$ cat config.mk
export PLATFORM = sky130hd
export DESIGN_NAME = mpu_cmd_parser
export DESIGN_NICKNAME = d
export VERILOG_FILES = /design/src/rtl/mpu_cmd_pkg.sv /design/src/rtl/ascii_hex_decode.sv /design/src/rtl/mpu_cmd_parser.sv
export SDC_FILE = /design/constraint.sdc
export NUM_CORES = 1
export LEC_CHECK = 0
export ABC_CLOCK_PERIOD_IN_PS = 2000
export CELL_PAD_IN_SITES_DETAIL_PLACEMENT = 1
export CELL_PAD_IN_SITES_GLOBAL_PLACEMENT = 2
export CORE_MARGIN = 4
export CORE_UTILIZATION = 32
export DETAILED_ROUTE_END_ITERATION = 8
export PLACE_DENSITY = 0.74
export SYNTH_ARGS = -nofsm -noshare
export SYNTH_HDL_FRONTEND = slang
export SYNTH_SLANG_ARGS = --single-unit
$ cat constraint.sdc
create_clock -name clk -period 2 [get_ports clk]
set_input_delay 0.4 -clock clk [delete_from_list [all_inputs] [get_ports clk]]
set_output_delay 0.4 -clock clk [all_outputs]
set_load 0.01 [all_outputs]
$ cat src/rtl/mpu_cmd_pkg.sv
// Shared types and ASCII constants for the MPU serial command parser.
package mpu_cmd_pkg;

    typedef enum logic [2:0] {
        IDLE,
        HEX_HI,
        HEX_LO,
        RST_HOLD,
        RESPOND
    } state_t;

    localparam logic [7:0] CMD_STEP     = 8'h73;
    localparam logic [7:0] CMD_RESET    = 8'h72;
    localparam logic [7:0] CMD_GO       = 8'h67;
    localparam logic [7:0] CMD_HALT     = 8'h68;
    localparam logic [7:0] CMD_DATA     = 8'h64;
    localparam logic [7:0] CMD_NO_DATA  = 8'h6E;
    localparam logic [7:0] ASCII_CR     = 8'h0D;
    localparam logic [7:0] ASCII_LF     = 8'h0A;
    localparam logic [7:0] RESP_OK      = 8'h2B;
    localparam logic [7:0] RESP_ERR     = 8'h3F;
    localparam logic [7:0] NOP_OPCODE   = 8'hEA;

    // Commands are case-insensitive, so fold A-Z onto a-z before matching.
    function automatic logic [7:0] to_lower(input logic [7:0] c);
        return (c >= 8'h41 && c <= 8'h5A) ? (c | 8'h20) : c;
    endfunction

endpackage

$ cat src/rtl/ascii_hex_decode.sv
// Maps an ASCII hex digit (0-9, a-f, A-F) to its nibble value.
module ascii_hex_decode (
    input  logic [7:0] ascii,
    output logic [3:0] nibble,
    output logic       valid
);

    always_comb begin
        nibble = 4'h0;
        valid  = 1'b0;
        unique case (1'b1)
            (ascii >= 8'h30 && ascii <= 8'h39): begin
                nibble = ascii[3:0];
                valid  = 1'b1;
            end
            (ascii >= 8'h61 && ascii <= 8'h66),
            (ascii >= 8'h41 && ascii <= 8'h46): begin
                nibble = ascii[3:0] + 4'd9;
                valid  = 1'b1;
            end
            default: ;
        endcase
    end

endmodule

$ cat src/rtl/mpu_cmd_parser.sv
// Single-character command parser driving MPU step/run/reset and
// data-bus override, answering each command with '+' or '?'.
module mpu_cmd_parser
    import mpu_cmd_pkg::*;
#(
    parameter int unsigned RST_HOLD_CYCLES = 16,
    parameter int unsigned TIMEOUT_CYCLES  = 50_000_000
) (
    input  logic       clk,
    input  logic       rst,
    input  logic [7:0] rx_data,
    input  logic       new_rx_data,
    input  logic       tx_busy,
    output logic [7:0] tx_data,
    output logic       new_tx_data,
    output logic       step_pulse,
    output logic       mpu_rst_req,
    output logic       run_en,
    output logic [7:0] data_override,
    output logic       override_en,
    output logic       cmd_error
);

    localparam int RW = $clog2(RST_HOLD_CYCLES + 1);
    localparam int TW = $clog2(TIMEOUT_CYCLES + 1);

    state_t        state;
    logic [RW-1:0] rst_cnt;
    logic [TW-1:0] to_cnt;
    logic [3:0]    hi_nib;
    logic [3:0]    nib;
    logic          nib_valid;

    ascii_hex_decode u_hex (
        .ascii  (rx_data),
        .nibble (nib),
        .valid  (nib_valid)
    );

    always_ff @(posedge clk or posedge rst) begin
        if (rst) begin
            state         <= IDLE;
            rst_cnt       <= '0;
            to_cnt        <= '0;
            hi_nib        <= 4'h0;
            tx_data       <= 8'h00;
            new_tx_data   <= 1'b0;
            step_pulse    <= 1'b0;
            mpu_rst_req   <= 1'b0;
            run_en        <= 1'b0;
            data_override <= NOP_OPCODE;
            override_en   <= 1'b0;
            cmd_error     <= 1'b0;
        end else begin
            step_pulse  <= 1'b0;
            new_tx_data <= 1'b0;
            cmd_error   <= 1'b0;
            unique case (state)
                IDLE: begin
                    if (new_rx_data) begin
                        tx_data <= RESP_OK;
                        state   <= RESPOND;
                        unique case (to_lower(rx_data))
                            CMD_STEP:    step_pulse <= 1'b1;
                            CMD_GO:      run_en <= 1'b1;
                            CMD_HALT:    run_en <= 1'b0;
                            CMD_NO_DATA: override_en <= 1'b0;
                            CMD_RESET: begin
                                mpu_rst_req <= 1'b1;
                                rst_cnt     <= '0;
                                state       <= RST_HOLD;
                            end
                            CMD_DATA: begin
                                to_cnt <= '0;
                                state  <= HEX_HI;
                            end
                            ASCII_CR, ASCII_LF: state <= IDLE;
                            default: begin
                                cmd_error <= 1'b1;
                                tx_data   <= RESP_ERR;
                            end
                        endcase
                    end
                end
                HEX_HI, HEX_LO: begin
                    if (new_rx_data && nib_valid) begin
                        to_cnt <= '0;
                        if (state == HEX_HI) begin
                            hi_nib <= nib;
                            state  <= HEX_LO;
                        end else begin
                            data_override <= {hi_nib, nib};
                            override_en   <= 1'b1;
                            tx_data       <= RESP_OK;
                            state         <= RESPOND;
                        end
                    end else if (new_rx_data ||
                                 to_cnt == TW'(TIMEOUT_CYCLES - 1)) begin
                        cmd_error <= 1'b1;
                        tx_data   <= RESP_ERR;
                        state     <= RESPOND;
                    end else begin
                        to_cnt <= to_cnt + 1'b1;
                    end
                end
                RST_HOLD: begin
                    if (rst_cnt == RW'(RST_HOLD_CYCLES - 1)) begin
                        mpu_rst_req <= 1'b0;
                        tx_data     <= RESP_OK;
                        state       <= RESPOND;
                    end else begin
                        rst_cnt <= rst_cnt + 1'b1;
                    end
                end
                RESPOND: begin
                    if (!tx_busy) begin
                        new_tx_data <= 1'b1;
                        state       <= IDLE;
                    end
                end
                default: state <= IDLE;
            endcase
        end
    end

endmodule
==> impl_metrics.json <==
{
  "synth_cell_types": 62,
  "cts_root_buf": "clkbuf_8",
  "pin_count": 34,
  "period_minus_slack_ps": 2263,
  "hp-class": "in -> async",
  "grtUsageMet1": 0.2021,
  "syn_area_um2": 3077,
  "fp-row-count": 35,
  "area_growth_pct": 59.62,
  "core_region_area_um2": 9284,
  "worstSetupPathType": "reg -> reg",
  "start_kind": "register",
  "via_count": 3003,
  "cp_max_fo": 9,
  "layout.cells.non_filler": 580,
  "grt_max_degree": 42,
  "leakagePower_nw": 2.152,
  "crit_slowest_cell": "or4b_4",
  "synth_ff_type": "dfrtp_1",
  "violations": "setup timing",
  "fin_ws_ps": -262.8,
  "yosysTopAreaCellShare": 0.3985,
  "path_buf_inv": 2,
  "cts.sinks": 54,
  "drive_gt1_frac": 0.4457,
  "hold_buffers": 0,
  "grt_pass1_wl_um": 15590,
  "maxSlewViolCount": 0,
  "critical_path_required_ps": 2220,
  "die_w_um": 106.1,
  "status": "finished, violations left",
  "drt_wl_total_um": 10080,
  "clock_latency_ps": 320,
  "gp_congestion": 0.7616,
  "grt.total_usage": 0.1687,
  "avgRoutedWirePerCell_um": 17.37,
  "seq_area_frac_synth": 0.4412,
  "worst_path_largest_cell_delay_ps": 570,
  "globalRouteMet3Util": 0.02732,
  "async_flop_share": 1.000,
  "drt_iter0_markers": 72,
  "yosysMostFrequentCell": "dfrtp_1",
  "synth_area_leaders": "dfrtp_1, mux2_2, dfstp_2",
  "netlist_instances": 316,
  "dieArea_um2": 11250,
  "die_y_um": 106.1,
  "synth-seq-cells": 54,
  "synth_top_area_cell": "dfrtp_1",
  "dp_cells": 538,
  "diodes": 0,
  "fmax_ghz": 0.4419,
  "arrival_ps": 2480,
  "synth_edf_count": 0,
  "path_cells": "or4b_4 > nor4_4 > a21oi_1 > buf_4 > o21ai_4 > clkbuf_16 > or3_1 > a21oi_1",
  "ir_worst_vdd_uv": 292.2,
  "power.density_nw_per_um2": 501.2,
  "path_common_cell": "a21oi_1",
  "portBuffers": 31,
  "critPathCaptureType": "register",
  "dp_hpwl_um": 6524,
  "grt_util_met2": 0.3119,
  "clk_pin_slew_worst_paths_ps": 100,
  "finalSetupViolCount": 27,
  "drt_first_pass_iters": 4,
  "grt_pass1_vias": 3184,
  "cts_tree": "yes",
  "hold_violations": 0,
  "viasPerCell": 5.178,
  "maxCapViolations": 0,
  "cts_htree_levels": 2,
  "numCtsBuffers": 5,
  "rsz0062_at_grt": "yes",
  "synth_commonest_cells": "dfrtp_1, nand2_1, o21ai_0",
  "start_util": 0.3314,
  "yosys_warnings": 0,
  "syn_area_per_cell_um2": 9.736,
  "fin_util": 0.5290,
  "clock_skew_ps": 8.382,
  "nets": 469,
  "grt_antenna_before_repair": 0,
  "drc_errors": 0,
  "cts.path.max_buffers": 2,
  "path_delay_family": "simple AND/OR/NAND/NOR gates",
  "finalCritPeriodShare": 1.131,
  "grt_overflow_total": 0,
  "detail-route-antenna-nets": 0,
  "grt_busiest_layer": "met2"
}
## through the flow
| stage | setup TNS (ps) | total power (W) | setup slack (ps) | hold slack (ps) | cell area, um2 |
|---|---|---|---|---|---|
| CTS | -1999 | 0.002445 | -160.9 | 350.3 | 4592 |
| detailed placement | -33590 | 0.001510 | -862.3 | 484.8 | 4173 |
| global placement | -30690 | 0.001499 | -774.4 | 460.8 | 4173 |
| global route | -7141 | 0.002568 | -325.0 | 381.8 | 4911 |
| floorplan | -1692 | 0.001335 | -246.2 | 446.0 | 3203 |
| finish | -4479 | 0.002462 | -262.8 | 340.7 | 4911 |
## sequential cells by signal, summed over array words and instances, names as in the netlist
name / flops
to_cnt: 26
step_pulse: 1
rst_cnt: 5
cmd_error: 1
run_en: 1
tx_data: 2
hi_nib: 4
state: 3
override_en: 1
data_override: 8
new_tx_data: 1
mpu_rst_req: 1
## where the power goes
group / internal (W) / leakage, nW / total (W) / switching (W)
combinational: 0.000197 / 1.38 / 0.000390 / 0.000192
sequential: 0.00113 / 0.700 / 0.00115 / 0.0000256
clock: 0.000534 / 0.0714 / 0.000920 / 0.000386
## area by class of cell
type | instances | area [um2]
tap | 129 | 161.4
sequential | 54 | 1358
multi-input combinational | 234 | 1913
timing repair buffer | 145 | 1291
clock buffer | 6 | 82.58
clock inverter | 2 | 60.06
fill | 1055 | 4373
inverter | 10 | 45.04
## kinds of logic after synthesis
family,synth area share
xor+xnor,0.02562
fa+ha+maj,0.02847
buf+inv,0.04636
compound gates,0.1509
other cells,0.001219
flops,0.4412
mux,0.05693
simple gates,0.2493
## cells in the final DEF (no fill, tap or decap), types with 4 or more instances in the layout
master	netlist	final
xor2_1	7	7
or3_1	8	6
buf_12	0	4
clkbuf_8	0	6
inv_1	10	7
a21oi_1	15	13
o21ai_0	18	10
o21ai_1	0	6
clkdlybuf4s50_1	0	22
buf_6	0	14
buf_2	6	5
dfstp_2	5	5
buf_4	7	95
and2_1	4	4
nand2_1	32	29
nor2_1	15	13
mux2_2	12	11
dfrtp_1	49	49
ha_1	7	4
nand4_1	6	6
or4_1	5	4
mux2i_1	4	4
o211ai_1	6	6
nand2b_1	5	5
nand3_1	17	16
and3_1	10	7
## metal layers
layer	part of all wire	wire, um
met5	0	0
met4	0.016	157
met3	0.029	289
met2	0.55	5517
met1	0.41	4112
## what timing repair did
item,4_1_cts,5_1_grt
gates resized for setup,70,30
pin swaps,25,24
endpoints found under the setup margin,46,35
gates cloned,0,3
buffers inserted,18,13
## final timing paths
check / cells after the start / from / endpoint / slack (ps)
max: 8 / to_cnt[16] / to_cnt[6] / -260
min: 2 / rst / data_override[0] / 340
max reg2reg: 8 / to_cnt[16] / to_cnt[6] / -260
min reg2reg: 2 / data_override[3] / data_override[3] / 490
max in group asynchronous: 3 / rst / to_cnt[5] / 1140
min in group clk: 2 / data_override[3] / data_override[3] / 490
No activity file was read; power rests on OpenSTA's default activity.
